<file path="src/rtl/pipeline_hazard_ctrl_if.sv">
// Hazard-control bundle between the RV32 pipeline datapath and pipeline_hazard_ctrl.
// master: datapath side (drives hazard status, receives bank controls).
// slave : the hazard controller.
interface pipeline_hazard_ctrl_if #(
  parameter int unsigned REG_ADDR_W = 5,
  parameter int unsigned CNT_W      = 16
) ();

  // Hazard status from ID/EX/MEM and the multi-cycle unit
  logic [REG_ADDR_W-1:0] id_rs1;
  logic [REG_ADDR_W-1:0] id_rs2;
  logic                  id_use_rs1;
  logic                  id_use_rs2;
  logic [REG_ADDR_W-1:0] ex_rd;
  logic                  ex_is_load;
  logic                  ex_branch_taken;
  logic                  ex_mc_op;
  logic                  mc_done;
  logic                  mem_wait;

  // Bank controls, multi-cycle handshake and performance counter
  logic                  pc_en;
  logic                  ifid_en;
  logic                  idex_en;
  logic                  exmem_en;
  logic                  memwb_en;
  logic                  ifid_flush;
  logic                  idex_flush;
  logic                  exmem_flush;
  logic                  mc_start;
  logic                  mc_ack;
  logic                  mc_error;
  logic [CNT_W-1:0]      stall_cycles;

  modport master (
    output id_rs1, id_rs2, id_use_rs1, id_use_rs2, ex_rd, ex_is_load,
           ex_branch_taken, ex_mc_op, mc_done, mem_wait,
    input  pc_en, ifid_en, idex_en, exmem_en, memwb_en,
           ifid_flush, idex_flush, exmem_flush,
           mc_start, mc_ack, mc_error, stall_cycles
  );

  modport slave (
    input  id_rs1, id_rs2, id_use_rs1, id_use_rs2, ex_rd, ex_is_load,
           ex_branch_taken, ex_mc_op, mc_done, mem_wait,
    output pc_en, ifid_en, idex_en, exmem_en, memwb_en,
           ifid_flush, idex_flush, exmem_flush,
           mc_start, mc_ack, mc_error, stall_cycles
  );

endinterface

</file>
<file path="src/rtl/pipeline_hazard_ctrl.sv">
// Central stall/flush sequencer for the 5-stage RV32 pipeline.
// Bank enables/flushes are combinational from state and hazard inputs;
// stall_cycles is a registered saturating count of cycles with pc_en=0.
// Optional: define MC_TIMEOUT_EN to abort a multi-cycle op that has not
// completed within MC_TIMEOUT MC_WAIT cycles (mc_error + mc_ack pulse).
module pipeline_hazard_ctrl #(
  parameter int unsigned REG_ADDR_W = 5,
  parameter int unsigned CNT_W      = 16,
  parameter int unsigned MC_TIMEOUT = 64
) (
  input logic                    clk,
  input logic                    rst,
  pipeline_hazard_ctrl_if.slave  hz
);

  localparam logic [REG_ADDR_W-1:0] REG_X0 = '0;

  typedef enum logic {
    RUN     = 1'b0,
    MC_WAIT = 1'b1
  } state_e;

  state_e           state_q, state_d;
  logic [CNT_W-1:0] stall_q, stall_d;
  logic             load_use_c;
  logic             mc_error_c;

`ifdef MC_TIMEOUT_EN
  localparam int unsigned     TO_W    = $clog2(MC_TIMEOUT + 1);
  localparam logic [TO_W-1:0] TO_LAST = TO_W'(MC_TIMEOUT - 1);

  logic [TO_W-1:0] to_q, to_d;
`else
  logic unused_timeout;
  assign unused_timeout = ^32'(MC_TIMEOUT);
`endif

  // Load-use: a load in EX writes a register the ID instruction reads (x0 never hazards)
  assign load_use_c = hz.ex_is_load && (hz.ex_rd != REG_X0) &&
                      ((hz.id_use_rs1 && (hz.id_rs1 == hz.ex_rd)) ||
                       (hz.id_use_rs2 && (hz.id_rs2 == hz.ex_rd)));

  // State register
  always_ff @(posedge clk or negedge rst) begin
    if (!rst) begin
      state_q <= RUN;
    end else begin
      state_q <= state_d;
    end
  end

`ifdef MC_TIMEOUT_EN
  // Multi-cycle wait counter
  always_ff @(posedge clk or negedge rst) begin
    if (!rst) begin
      to_q <= '0;
    end else begin
      to_q <= to_d;
    end
  end
`endif

  // Next state and bank controls; mem_wait freezes everything including the wait counter
  always_comb begin
    state_d        = state_q;
    hz.pc_en       = 1'b0;
    hz.ifid_en     = 1'b0;
    hz.idex_en     = 1'b0;
    hz.exmem_en    = 1'b0;
    hz.memwb_en    = 1'b0;
    hz.ifid_flush  = 1'b0;
    hz.idex_flush  = 1'b0;
    hz.exmem_flush = 1'b0;
    hz.mc_start    = 1'b0;
    hz.mc_ack      = 1'b0;
    mc_error_c     = 1'b0;
`ifdef MC_TIMEOUT_EN
    to_d           = to_q;
`endif

    if (!rst) begin
      state_d = RUN;
    end else if (!hz.mem_wait) begin
      case (state_q)
        RUN: begin
          if (hz.ex_branch_taken) begin
            // Two bubbles behind the redirect; a stale load-use match is moot
            hz.pc_en      = 1'b1;
            hz.ifid_en    = 1'b1;
            hz.idex_en    = 1'b1;
            hz.exmem_en   = 1'b1;
            hz.memwb_en   = 1'b1;
            hz.ifid_flush = 1'b1;
            hz.idex_flush = 1'b1;
          end else if (hz.ex_mc_op) begin
            // Launch the unit, freeze upstream, drain a bubble downstream
            hz.mc_start    = 1'b1;
            hz.exmem_en    = 1'b1;
            hz.exmem_flush = 1'b1;
            hz.memwb_en    = 1'b1;
            state_d        = MC_WAIT;
`ifdef MC_TIMEOUT_EN
            to_d           = '0;
`endif
          end else if (load_use_c) begin
            // Hold IF/ID one cycle and insert a bubble into ID/EX
            hz.idex_en    = 1'b1;
            hz.idex_flush = 1'b1;
            hz.exmem_en   = 1'b1;
            hz.memwb_en   = 1'b1;
          end else begin
            hz.pc_en    = 1'b1;
            hz.ifid_en  = 1'b1;
            hz.idex_en  = 1'b1;
            hz.exmem_en = 1'b1;
            hz.memwb_en = 1'b1;
          end
        end

        MC_WAIT: begin
          // EX holds the multi-cycle op here, so a taken branch cannot be present
          if (hz.mc_done) begin
            hz.mc_ack   = 1'b1;
            hz.pc_en    = 1'b1;
            hz.ifid_en  = 1'b1;
            hz.idex_en  = 1'b1;
            hz.exmem_en = 1'b1;
            hz.memwb_en = 1'b1;
            state_d     = RUN;
          end
`ifdef MC_TIMEOUT_EN
          else if (to_q == TO_LAST) begin
            // Give up: release the unit, discard its slot, resume fetch
            mc_error_c     = 1'b1;
            hz.mc_ack      = 1'b1;
            hz.pc_en       = 1'b1;
            hz.ifid_en     = 1'b1;
            hz.idex_en     = 1'b1;
            hz.exmem_en    = 1'b1;
            hz.memwb_en    = 1'b1;
            hz.exmem_flush = 1'b1;
            state_d        = RUN;
          end
`endif
          else begin
            hz.exmem_en    = 1'b1;
            hz.exmem_flush = 1'b1;
            hz.memwb_en    = 1'b1;
`ifdef MC_TIMEOUT_EN
            to_d           = to_q + TO_W'(1);
`endif
          end
        end

        default: state_d = RUN;
      endcase
    end
  end

  assign hz.mc_error = mc_error_c;

  // Saturating count of cycles where the PC is held
  always_comb begin
    stall_d = stall_q;
    if (!hz.pc_en && (stall_q != '1)) begin
      stall_d = stall_q + CNT_W'(1);
    end
  end

  // Stall counter register
  always_ff @(posedge clk or negedge rst) begin
    if (!rst) begin
      stall_q <= '0;
    end else begin
      stall_q <= stall_d;
    end
  end

  assign hz.stall_cycles = stall_q;

endmodule

</file>
<file path="src/flat_wrapper.sv">
// flat-port wrapper written by rule: the top's interface ports become plain ports
module pipeline_hazard_ctrl_flat 
#(
  parameter int unsigned REG_ADDR_W = 5,
  parameter int unsigned CNT_W      = 16,
  parameter int unsigned MC_TIMEOUT = 64
)
  (clk, rst, hz_id_rs1, hz_id_rs2, hz_id_use_rs1, hz_id_use_rs2, hz_ex_rd, hz_ex_is_load, hz_ex_branch_taken, hz_ex_mc_op, hz_mc_done, hz_mem_wait, hz_pc_en, hz_ifid_en, hz_idex_en, hz_exmem_en, hz_memwb_en, hz_ifid_flush, hz_idex_flush, hz_exmem_flush, hz_mc_start, hz_mc_ack, hz_mc_error, hz_stall_cycles);
  pipeline_hazard_ctrl_if #(.REG_ADDR_W(REG_ADDR_W), .CNT_W(CNT_W)) hz_i ();
  input logic clk;
  input logic rst;
  input wire logic [$bits(hz_i.id_rs1)-1:0] hz_id_rs1;
  input wire logic [$bits(hz_i.id_rs2)-1:0] hz_id_rs2;
  input wire logic [$bits(hz_i.id_use_rs1)-1:0] hz_id_use_rs1;
  input wire logic [$bits(hz_i.id_use_rs2)-1:0] hz_id_use_rs2;
  input wire logic [$bits(hz_i.ex_rd)-1:0] hz_ex_rd;
  input wire logic [$bits(hz_i.ex_is_load)-1:0] hz_ex_is_load;
  input wire logic [$bits(hz_i.ex_branch_taken)-1:0] hz_ex_branch_taken;
  input wire logic [$bits(hz_i.ex_mc_op)-1:0] hz_ex_mc_op;
  input wire logic [$bits(hz_i.mc_done)-1:0] hz_mc_done;
  input wire logic [$bits(hz_i.mem_wait)-1:0] hz_mem_wait;
  output wire logic [$bits(hz_i.pc_en)-1:0] hz_pc_en;
  output wire logic [$bits(hz_i.ifid_en)-1:0] hz_ifid_en;
  output wire logic [$bits(hz_i.idex_en)-1:0] hz_idex_en;
  output wire logic [$bits(hz_i.exmem_en)-1:0] hz_exmem_en;
  output wire logic [$bits(hz_i.memwb_en)-1:0] hz_memwb_en;
  output wire logic [$bits(hz_i.ifid_flush)-1:0] hz_ifid_flush;
  output wire logic [$bits(hz_i.idex_flush)-1:0] hz_idex_flush;
  output wire logic [$bits(hz_i.exmem_flush)-1:0] hz_exmem_flush;
  output wire logic [$bits(hz_i.mc_start)-1:0] hz_mc_start;
  output wire logic [$bits(hz_i.mc_ack)-1:0] hz_mc_ack;
  output wire logic [$bits(hz_i.mc_error)-1:0] hz_mc_error;
  output wire logic [$bits(hz_i.stall_cycles)-1:0] hz_stall_cycles;
  assign hz_i.id_rs1 = hz_id_rs1;
  assign hz_i.id_rs2 = hz_id_rs2;
  assign hz_i.id_use_rs1 = hz_id_use_rs1;
  assign hz_i.id_use_rs2 = hz_id_use_rs2;
  assign hz_i.ex_rd = hz_ex_rd;
  assign hz_i.ex_is_load = hz_ex_is_load;
  assign hz_i.ex_branch_taken = hz_ex_branch_taken;
  assign hz_i.ex_mc_op = hz_ex_mc_op;
  assign hz_i.mc_done = hz_mc_done;
  assign hz_i.mem_wait = hz_mem_wait;
  assign hz_pc_en = hz_i.pc_en;
  assign hz_ifid_en = hz_i.ifid_en;
  assign hz_idex_en = hz_i.idex_en;
  assign hz_exmem_en = hz_i.exmem_en;
  assign hz_memwb_en = hz_i.memwb_en;
  assign hz_ifid_flush = hz_i.ifid_flush;
  assign hz_idex_flush = hz_i.idex_flush;
  assign hz_exmem_flush = hz_i.exmem_flush;
  assign hz_mc_start = hz_i.mc_start;
  assign hz_mc_ack = hz_i.mc_ack;
  assign hz_mc_error = hz_i.mc_error;
  assign hz_stall_cycles = hz_i.stall_cycles;
  pipeline_hazard_ctrl #(.REG_ADDR_W(REG_ADDR_W), .CNT_W(CNT_W), .MC_TIMEOUT(MC_TIMEOUT)) u_core (.clk(clk), .rst(rst), .hz(hz_i));
endmodule
</file>
<file path="config.mk">
export PLATFORM = sky130hd
export DESIGN_NAME = pipeline_hazard_ctrl_flat
export DESIGN_NICKNAME = d
export VERILOG_FILES = /design/src/rtl/pipeline_hazard_ctrl_if.sv /design/src/rtl/pipeline_hazard_ctrl.sv /design/src/flat_wrapper.sv
export SDC_FILE = /design/constraint.sdc
export NUM_CORES = 1
export LEC_CHECK = 0
export CORE_MARGIN = 2
export CORE_UTILIZATION = 40
export DETAILED_ROUTE_END_ITERATION = 10
export GPL_TIMING_DRIVEN = 0
export PLACE_DENSITY = 0.86
export SYNTH_ARGS = -nofsm -noshare
export SYNTH_HDL_FRONTEND = slang
export SYNTH_SLANG_ARGS = --single-unit
</file>
<file path="constraint.sdc">
create_clock -name clk -period 1.99 [get_ports clk]
set_input_delay 0.398 -clock clk [delete_from_list [all_inputs] [get_ports clk]]
set_output_delay 0.398 -clock clk [all_outputs]
set_load 0.05 [all_outputs]
</file>
==> metrics <==
drt drc 0; Critical Path End Type primary output; RSZ-0062 raised after global routing yes; post-synthesis simple-gate area fraction 22.2%; worst path bufs/invs 3; failing checks negative setup slack; layout cells sized above 1 31.4%; syn avg cell area 9.62 um2; io pins 51; Gate Count Post-Synth 107; most common cell in the netlist xnor2_1; number of buffers added on ports 49; post-route core utilization 70.6%; Worst EP required 1.59 ns; initial antenna violation count 0; CTS H-Tree Depth 1; Clock Skew 0.00548 ns; final period utilization 105%; worst-margin pin slew 0.516 ns; Slew headroom 65.5%; Reg clk slew, reported paths 0.10 ns; f_max 479 MHz; Compound-Gate Fraction of Synth Area 7.90%; Synth top cells by count xnor2_1 (23), dfrtp_1 (17), nand4_1 (11); mapped cell area 1030 um2; Synth Area in Adders 1.22%; xor-xnor portion of the synthesized cell area 20.4%; Tot Pwr 1.52 mW; vias 1014; Area contributors post-synth dfrtp_1 (41%), xnor2_1 (20%), nand4_1 (6.7%); syn_nets 132; hold crit path type input pin to asynchronous set/reset pin; routed len/inst 13.8 um; Yosys top cell area share 41.3%; mux cell area share after synthesis 1.09%; CP Max Fanout 3; Layout area overhead 68.3%; non-filler cells, final 199; setup_tns -0.262 ns; setup ws final -0.0975 ns; DR pass1 iterations 4; First DRT Iteration DRCs 13; vias in the first global route 962; crit path kind input pin to primary output; largest net degree at the start of global routing 20; Critical Path AT 1.69 ns; Worst-Skew Late Latency 0.29 ns; detail-routed via count per cell 5.10; row count 18; Tot GR Track Use 20.1%; nets 195; root buf cell clkbuf_4; cell family with most CP delay simple AND/OR/NAND/NOR gates; total core area 2450 um2; CTS tree done; Routed WL 2740 um; total CTS buffers 3; Peak VDD IR 1070 uV; antenna-violating nets left 0; clk sink count 17; Yosys cell types 27; max incr delay on CP 0.53 ns; first-pass GRT wire length 4360 um; Yosys warning count 0; Die X-Extent 54.7 um; RD Place Congestion 0.841; EDFF count, synth 0; minimum clock period 2.09 ns; CP max-delay cell or4_4; Die Ht 54.7 um; Final Max Slew Viols 0; CTS max path bufs 2; sequential share of the synthesized area 41.3%; top_reg_cell synth dfrtp_1; initial core utilization 41.9%; total die area 3000 um2; total grt overflow 0; crit-path cells buf_8 -> or4_4 -> o21a_4 -> a31oi_4 -> buf_6 -> buf_8; HPWL Detailed 2070 um; crit start category input pin; most frequent cell on the critical path buf_8; status finished with violations; Async SR Flop Fraction 100%; Final Setup Violations 5; PwrDens 877 nW/um2; antenna diode count 0; Placed Cells 186; main combinational cell family by area after synthesis simple AND/OR/NAND/NOR gates; synthesized flop and latch total 17; Final Hold Vio Count 0; LEAKAGE 0.843 nW; max-capacitance violation count 0; most area-hungry cell type in the Yosys netlist dfrtp_1
-- power by group --
group          switching (mW)  internal [mW]
clock                   0.107         0.0747
sequential             0.0844          0.424
combinational           0.505          0.326
total                   0.696          0.825
-- sequential cells by signal (all words and copies together) (netlist names) --
signal                  count
u_core.hz.stall_cycles     16
u_core.state_q              1
-- placed cells by master, fill, tap and decap left out, types with 3 or more instances in the layout --
cell / count
buf_2: 6
xnor2_1: 22
and3_1: 7
buf_8: 4
buf_4: 10
nand4_1: 11
nand3_1: 4
nor2_1: 7
buf_6: 6
clkbuf_4: 3
clkdlybuf4s50_1: 15
nand2_1: 4
nand2_2: 5
dfrtp_1: 16
dlygate4sd2_1: 8
dlymetal6s2s_1: 8
-- cells by family after synthesis --
| kind of cell | after synthesis |
|---|---|
| AOI/OAI and AO/OA | 9 |
| xor gates and xnor gates | 24 |
| adders and majority gates | 1 |
| buffers and inverters | 10 |
| DFF | 17 |
| muxes | 1 |
| other | 1 |
| and+or+nand+nor | 44 |
-- layout make-up --
cell class	count	area (um2)
sequential	17	427
timing repair buffer	58	559
buffer	6	48.8
clock buffer	3	22.5
inverter	4	18.8
multi-input combinational	80	614
clock inverter	1	5.00
tap	30	37.5
fill	169	722
-- final timing paths --
kind,endpoint,cells past startpoint,from,slack [ns]
worst max register to register,u_core.hz.stall_cycles[7],9,u_core.state_q,0.12
max in group asynchronous,u_core.state_q,1,rst,1.63
worst min-delay path,u_core.hz.stall_cycles[9],1,rst,0.03
worst max-delay path,hz_pc_en,6,hz_ex_rd[3],-0.1
worst min register to register,u_core.hz.stall_cycles[6],1,u_core.hz.stall_cycles[6],0.49
min in group clk,u_core.hz.stall_cycles[6],1,u_core.hz.stall_cycles[6],0.49
-- per-stage QoR --
step	instance area, um2	setup WS, ns	hold slack (ns)
finish	1730	-0.0975	0.0311
global route	1730	-0.132	0.0553
CTS	1650	-0.137	0.0347
detailed placement	1590	-1.67	0.480
global placement	1590	-1.63	0.482
floorplan	1060	-0.188	0.102
-- what timing repair did --
item | CTS | global route
endpoints found under the setup margin | 26 | 26
hold buffers | 0 | 0
resized for setup | 98 | 23
gates cloned | 0 | 0
setup buffers | 5 | 4
pin swaps | 18 | 9
-- per-layer routing --
metal	share of wire [%]	track usage, %	wire length [um]
met4	0	1.67	0
met2	52	33.5	1440
met1	43	26.7	1180
met3	4.5	5.46	124
met5	0	0	0
No activity file was read; power rests on OpenSTA's default activity.
